`config.mk`:
```
export PLATFORM = sky130hd
export DESIGN_NAME = stopwatch_ctrl
export DESIGN_NICKNAME = d
export VERILOG_FILES = /design/src/rtl/stopwatch_ctrl.sv
export SDC_FILE = /design/constraint.sdc
export NUM_CORES = 1
export LEC_CHECK = 0
export ABC_AREA = 1
export BUFFER_PORTS_ARGS = -buffer_cell sky130_fd_sc_hd__buf_2
export CAP_MARGIN = 10
export CORE_MARGIN = 2
export CORE_UTILIZATION = 60
export CTS_CLUSTER_SIZE = 40
export DETAILED_ROUTE_END_ITERATION = 8
export PLACE_DENSITY_LB_ADDON = 0.1
export SYNTH_ARGS = -nofsm -noshare
export SYNTH_HDL_FRONTEND = slang
export SYNTH_SLANG_ARGS = --single-unit
```
`constraint.sdc`:
```
create_clock -name clk_5MHz -period 3.4 [get_ports clk_5MHz]
set_input_delay 0 -clock clk_5MHz [delete_from_list [all_inputs] [get_ports clk_5MHz]]
set_output_delay 0 -clock clk_5MHz [all_outputs]
set_load 0.1 [all_outputs]
```
`src/rtl/stopwatch_ctrl.sv`:
```
// -----------------------------------------------------------------------------
// stopwatch_ctrl
// Sequencer for the stopwatch up/down counter. It conditions the start/stop,
// clear and lap buttons, owns the 1 Hz prescaler and drives the counter
// datapath through a 1-cycle enable, a direction bit and a synchronous load.
// Everything runs in the clk_5MHz domain.
//
// Build option:
//   STOPWATCH_DEBOUNCE_EN - when defined, every synchronised button passes a
//   counter-based debouncer. The debouncer needs DEB_CYCLES consecutive equal
//   samples before it accepts a new level. Press latency becomes
//   3 + DEB_CYCLES cycles. When undefined, a press is every clean rising edge
//   after the 2-flop synchroniser, with a latency of 3 cycles.
//
// Strobe semantics:
//   cnt_en_o, cnt_load_o and tick_1hz_o are single-cycle pulses. There is no
//   back-pressure: the counter must act on every cycle a strobe is high.
//   load_val_o carries meaning only while cnt_load_o is high, and reads 0
//   otherwise. cnt_load_o and cnt_en_o are never high together.
//
// state_o exposes the FSM state directly:
//   IDLE = 00, RUN = 01, PAUSE = 10, DONE = 11
// -----------------------------------------------------------------------------
module stopwatch_ctrl #(
  parameter int unsigned COUNT_SIZE = 8,
  parameter int unsigned TICK_DIV   = 5_000_000
`ifdef STOPWATCH_DEBOUNCE_EN
  ,
  parameter int unsigned DEB_CYCLES = 50_000
`endif
) (
  input  logic                  clk_5MHz,
  input  logic                  reset,
  input  logic                  btn_ss_i,
  input  logic                  btn_clr_i,
  input  logic                  btn_lap_i,
  input  logic                  dir_dn_i,
  input  logic [COUNT_SIZE-1:0] preset_i,
  input  logic [COUNT_SIZE-1:0] count_i,
  output logic                  cnt_en_o,
  output logic                  cnt_up_dn_o,
  output logic                  cnt_load_o,
  output logic [COUNT_SIZE-1:0] load_val_o,
  output logic                  tick_1hz_o,
  output logic                  lap_freeze_o,
  output logic                  alarm_o,
  output logic [1:0]            state_o
);

  // Prescaler width is sized to hold TICK_DIV-1, with a floor of one bit.
  localparam int unsigned PW = (TICK_DIV > 1) ? $clog2(TICK_DIV) : 1;
  localparam logic [PW-1:0] PRESC_LAST = PW'(TICK_DIV - 1);

  typedef enum logic [1:0] {
    S_IDLE  = 2'b00,
    S_RUN   = 2'b01,
    S_PAUSE = 2'b10,
    S_DONE  = 2'b11
  } state_t;

  // ---------------------------------------------------------------------------
  // Button conditioning. Bit 0 = start/stop, bit 1 = clear, bit 2 = lap.
  // The synchroniser and edge-reference flops reset to 1. A button still held
  // as reset releases therefore looks like an already-seen level rather than
  // a fresh rising edge, so it creates no press.
  // ---------------------------------------------------------------------------
  logic [2:0] btn_raw;
  logic [2:0] sync1_q;
  logic [2:0] sync2_q;
  logic [2:0] btn_level;
  logic [2:0] edge_ref_q;
  logic [2:0] press;

  assign btn_raw = {btn_lap_i, btn_clr_i, btn_ss_i};

  // Two-flop synchroniser for the asynchronous raw buttons.
  always_ff @(posedge clk_5MHz or posedge reset) begin
    if (reset) begin
      sync1_q <= 3'b111;
      sync2_q <= 3'b111;
    end else begin
      sync1_q <= btn_raw;
      sync2_q <= sync1_q;
    end
  end

`ifdef STOPWATCH_DEBOUNCE_EN
  // The debounce counter only has to reach DEB_CYCLES-1, with a floor of one bit.
  localparam int unsigned DCW = (DEB_CYCLES > 1) ? $clog2(DEB_CYCLES) : 1;
  localparam logic [DCW-1:0] DEB_LAST = DCW'(DEB_CYCLES - 1);

  logic [2:0]     deb_q;
  logic [DCW-1:0] deb_cnt_q [3];

  // Accept a new level only after DEB_CYCLES consecutive samples that differ
  // from the accepted one. Any sample that agrees with the accepted level
  // restarts the count, so short glitches are discarded.
  always_ff @(posedge clk_5MHz or posedge reset) begin
    if (reset) begin
      deb_q <= 3'b111;
      for (int i = 0; i < 3; i++) begin
        deb_cnt_q[i] <= '0;
      end
    end else begin
      for (int i = 0; i < 3; i++) begin
        if (sync2_q[i] == deb_q[i]) begin
          deb_cnt_q[i] <= '0;
        end else if (deb_cnt_q[i] == DEB_LAST) begin
          deb_q[i]     <= sync2_q[i];
          deb_cnt_q[i] <= '0;
        end else begin
          deb_cnt_q[i] <= deb_cnt_q[i] + 1'b1;
        end
      end
    end
  end

  assign btn_level = deb_q;
`else
  assign btn_level = sync2_q;
`endif

  // Remember the previous conditioned level for rising-edge detection.
  always_ff @(posedge clk_5MHz or posedge reset) begin
    if (reset) begin
      edge_ref_q <= 3'b111;
    end else begin
      edge_ref_q <= btn_level;
    end
  end

  assign press = btn_level & ~edge_ref_q;

  logic ss_p;
  logic clr_p;
  logic lap_p;

  assign ss_p  = press[0];
  assign clr_p = press[1];
  assign lap_p = press[2];

  // ---------------------------------------------------------------------------
  // Sequencer with registered outputs.
  // Within a single cycle, clear takes priority over start/stop, which takes
  // priority over lap.
  // ---------------------------------------------------------------------------
  state_t                state_q;
  logic [PW-1:0]         presc_q;
  logic                  cnt_en_q;
  logic                  cnt_up_dn_q;
  logic                  cnt_load_q;
  logic [COUNT_SIZE-1:0] load_val_q;
  logic                  tick_q;
  logic                  lap_freeze_q;
  logic                  alarm_q;

  // State, prescaler and every counter-control output, updated once per cycle.
  always_ff @(posedge clk_5MHz or posedge reset) begin
    if (reset) begin
      state_q      <= S_IDLE;
      presc_q      <= '0;
      cnt_en_q     <= 1'b0;
      cnt_up_dn_q  <= 1'b0;
      cnt_load_q   <= 1'b0;
      load_val_q   <= '0;
      tick_q       <= 1'b0;
      lap_freeze_q <= 1'b0;
      alarm_q      <= 1'b0;
    end else begin
      // The pulse outputs fall back to 0 unless this cycle raises them.
      cnt_en_q   <= 1'b0;
      cnt_load_q <= 1'b0;
      tick_q     <= 1'b0;
      load_val_q <= '0;

      if (clr_p) begin
        // Clear from any state: load 0 and return to a clean IDLE.
        state_q      <= S_IDLE;
        cnt_load_q   <= 1'b1;
        load_val_q   <= '0;
        presc_q      <= '0;
        lap_freeze_q <= 1'b0;
        alarm_q      <= 1'b0;
      end else begin
        unique case (state_q)
          S_IDLE: begin
            presc_q <= '0;
            if (ss_p) begin
              // Lock the direction for the whole run and preload the counter.
              state_q     <= S_RUN;
              cnt_load_q  <= 1'b1;
              load_val_q  <= dir_dn_i ? preset_i : '0;
              cnt_up_dn_q <= ~dir_dn_i;
            end
          end

          S_RUN: begin
            if (ss_p) begin
              // Pause with the prescaler phase preserved.
              state_q <= S_PAUSE;
            end else begin
              if (lap_p) begin
                lap_freeze_q <= ~lap_freeze_q;
              end
              if (presc_q == PRESC_LAST) begin
                presc_q <= '0;
                tick_q  <= 1'b1;
                // A countdown that is already at zero stops here, so the
                // counter never underflows.
                if (!cnt_up_dn_q && (count_i == '0)) begin
                  state_q <= S_DONE;
                  alarm_q <= 1'b1;
                end else begin
                  cnt_en_q <= 1'b1;
                end
              end else begin
                presc_q <= presc_q + 1'b1;
              end
            end
          end

          S_PAUSE: begin
            // Prescaler frozen and lap ignored; only start/stop resumes.
            if (ss_p) begin
              state_q <= S_RUN;
            end
          end

          S_DONE: begin
            if (ss_p) begin
              state_q      <= S_IDLE;
              alarm_q      <= 1'b0;
              lap_freeze_q <= 1'b0;
              presc_q      <= '0;
            end
          end

          default: begin
            state_q <= S_IDLE;
          end
        endcase
      end
    end
  end

  assign cnt_en_o     = cnt_en_q;
  assign cnt_up_dn_o  = cnt_up_dn_q;
  assign cnt_load_o   = cnt_load_q;
  assign load_val_o   = load_val_q;
  assign tick_1hz_o   = tick_q;
  assign lap_freeze_o = lap_freeze_q;
  assign alarm_o      = alarm_q;
  assign state_o      = state_q;

endmodule

```
==> out/metrics.yaml <==
outcome:
  status: "completed"
critical_path:
  setup.reg_to_reg.worst_slack_ns: 1.20
  total_buffers_and_inverters_traversed_by_the_critical_path: 2
  timing.critical_path.depth: 7
  critical_path.slowest_cell: "dfstp_2"
  worst_r2r_startpoint: "btn_level[1]$_DFF_PP1_"
  critical_path.cell_chain: "nand2_1, nand3_1, nand3_2, inv_2, nand2_4, inv_1, nor2_1"
  critPathLaunch: "btn_level[1]$_DFF_PP1_"
  r2r.worst_path.cells: 7
  crit_path_end_kind: "register"
  crit_required_ns: 3.59
  worst-endpoint-arrival_ns: 2.39
  critical_path_peak_fanout: 18
  critical_path_class: "register to register"
  worstReg2RegEnd: "presc_q[13]$_DFFE_PP0P_"
  path_delay_family: "simple AND/OR/NAND/NOR gates"
  critPathCapture: "presc_q[13]$_DFFE_PP0P_"
  timing.critical_path.from_type: "register"
  cp_slowest_stage_delay_ns: 0.53
job:
  maxCapViolations: 0
pwr:
  ir_worst_vdd_v: 0.000207
  clock_power_share_pct: 27.0
  share_comb_of_total_power_pct: 29.9
  p_per_area_mw_per_mm2: 513
  net-switching-power_uw: 570
  power.leakage_nw: 1.48
  netSwitchingFraction_pct: 38.2
  part_of_the_total_power_dissipated_in_sequential_elements_pct: 43.1
  power.internal_uw: 921
placement:
  placed_cells: 409
  place.detailed.hpwl_mm: 3.84
  globalplace.congestion: 0.992
  buffer_ports.inserted: 37
  dpl_cell_area_mm2: 0.00268
synth:
  yosys_warnings: 0
  post_synth_instance_area_mm2: 0.00247
  synth_seq_area_share_pct: 49.0
  postSynthCellCount: 326
  yosys_register_bits: 48
  synth_cell_types: 24
  synth_nets: 349
  avgSynthCellArea_um2: 7.59
floorplan:
  die_area_mm2: 0.00465
  pin_count: 38
  floorplan.rows: 23
  dieHeight_um: 68.2
  initial_utilization_pct: 62.3
  core_region_area_mm2: 0.00397
  die-width_um: 68.2
sta:
  final.period_utilization_pct: 64.7
  max_clock_freq_mhz: 455
  timing.final.setup_violations: 0
  worst_slew_pin_slew_ns: 0.962
  timing.max_slew.rel_slack_pct: 35.7
  fin_skew_ns: 0.00347
  final.min_clock_period_ns: 2.20
  rsz0062_at_grt: "no"
  hold_violations_final: 0
  tns_ns: 0
  final.hold.worst_slack_ns: 0.168
  final-max-slew-violation-count: 0
cts:
  max-clock-path-buffers: 2
  cts_num_sinks: 48
  cts_tree: "done"
  htree_num_levels: 2
  clk_latency_ns: 0.30
  cts_made_buffers: 5
  clock-root-buffer: "clkbuf_8"
  clkTransAtPathRegs_ns: 0.08
global_routing:
  grt_max_degree: 49
  grt_remaining_overflow: 0
  globalRouteTotalUtil_pct: 26.3
  antenna_found_initial: 0
  via_count_of_the_first_global_routing_pass: 2072
  global_route_wire_length_before_repair_mm: 9.03
routing:
  antenna_violating_nets_post_route: 0
  postRouteWirelength_mm: 5.46
  routed_wire_length_per_instance_um: 12.7
  firstDrtPassIters: 4
  via_count: 2191
  post_drt_via_cell_ratio: 5.11
  drt_iter0_markers: 108
  drcViolationCount: 0
layout:
  non_filler_instance_count_after_layout: 429
  layout_commonest_cell: "nand2_1"
  synthToLayoutAreaGrowth_pct: 17.4
  antennaDiodeCount: 0
  design.final.nets: 401
  layout-drive-gt1-share_pct: 19.5
  stdcell_area_mm2: 0.00291
  most-common-layout-cells: "nand2_1 (82), nor2_1 (66), inv_1 (41)"
hold_path:
  worst_hold_path_type: "primary input to register"
routing by layer:
metal	GRT usage, %	vias up	part of all wire [%]
met3	5.10	18	4.9
met2	45.8	64	51
met5	0	-	0
met1	31.1	991	40
met4	12.8	0	3.7
li1	-	1118	-
cell usage after synthesis (all sizes together):
library cell | instances | area share (%)
o21bai | 1 | 0.30
inv | 46 | 7.0
nand2 | 85 | 14
a31oi | 1 | 0.25
o21ai | 5 | 1.0
a21oi | 11 | 2.2
nor4 | 1 | 0.25
dfstp | 9 | 9.6
nor3 | 3 | 0.61
nand3 | 34 | 7.5
xor2 | 2 | 0.71
o211ai | 1 | 0.30
a21boi | 1 | 0.30
nor2 | 76 | 13
dfrtp | 39 | 39
ha | 1 | 0.51
nand4 | 6 | 1.5
buf | 4 | 1.8
stage by stage:
stage | utilization, % | power, mW | setup WS [ns]
3_5_place_dp | 67.4 | 1.09 | 1.25
3_3_place_gp | 67.4 | 1.08 | 1.34
2_1_floorplan | - | 1.02 | 1.45
5_1_grt | 73.2 | 1.56 | 0.998
4_1_cts | 73.2 | 1.50 | 1.24
6_report | 73.2 | 1.49 | 1.20
power by group through the flow:
stage          clock, mW  combinational [mW]  sequential, mW
2_1_floorplan          0               0.192           0.831
3_3_place_gp           0               0.427           0.649
3_5_place_dp           0               0.436           0.653
4_1_cts            0.411               0.447           0.642
5_1_grt            0.426               0.490           0.648
6_report           0.403               0.447           0.642
final cells by class:
cell class,instances,area [um^2]
well taps,50,62.6
clock inverters,2,35.0
multi-input cells,228,1040
repair buffers,49,305
inverters,46,173
fillers,319,1070
flip-flops and latches,48,1210
clock buffers,6,72.6
tightest hold or removal path, cell delays in order:
cell and delay, ns:
buf_2 0.10, nand4_1 0.27, nor2_1 0.07
logic make-up after synthesis:
family	count (synthesis)	synth area share (%)
flops	48	49.0
compound gates	20	4.40
simple gates	205	36.6
fa+ha+maj	1	0.505
xor+xnor	2	0.708
buf+inv	50	8.80
worst min-delay path by stage:
stage                   start                 endpoint  slack [ns]  cells past startpoint
floorplan            btn_ss_i     sync1_q[0]$_DFF_PP1_       0.004                      0
detailed placement  btn_clr_i     sync1_q[1]$_DFF_PP1_        0.11                      1
global route         dir_dn_i  load_val_o[4]$_DFF_PP0_        0.21                      3
global placement    btn_clr_i     sync1_q[1]$_DFF_PP1_        0.10                      1
finish               dir_dn_i  load_val_o[6]$_DFF_PP0_        0.17                      3
CTS                  dir_dn_i  load_val_o[4]$_DFF_PP0_        0.18                      3
state kept, by name, indices dropped and copies added, names as in the netlist:
register,flops
cnt_up_dn_o,1
lap_freeze_o,1
edge_ref_q,3
btn_level,3
sync1_q,3
cnt_en_o,1
presc_q,23
alarm_o,1
tick_1hz_o,1
state_o,2
cnt_load_o,1
load_val_o,8
what timing repair did:
item                                   in CTS  in global routing
hold buffers                               12                  0
buffers inserted                            0                  0
endpoints found under the hold margin      50                  0
resized for setup                           0                  0
No activity file was read; power rests on OpenSTA's default activity.
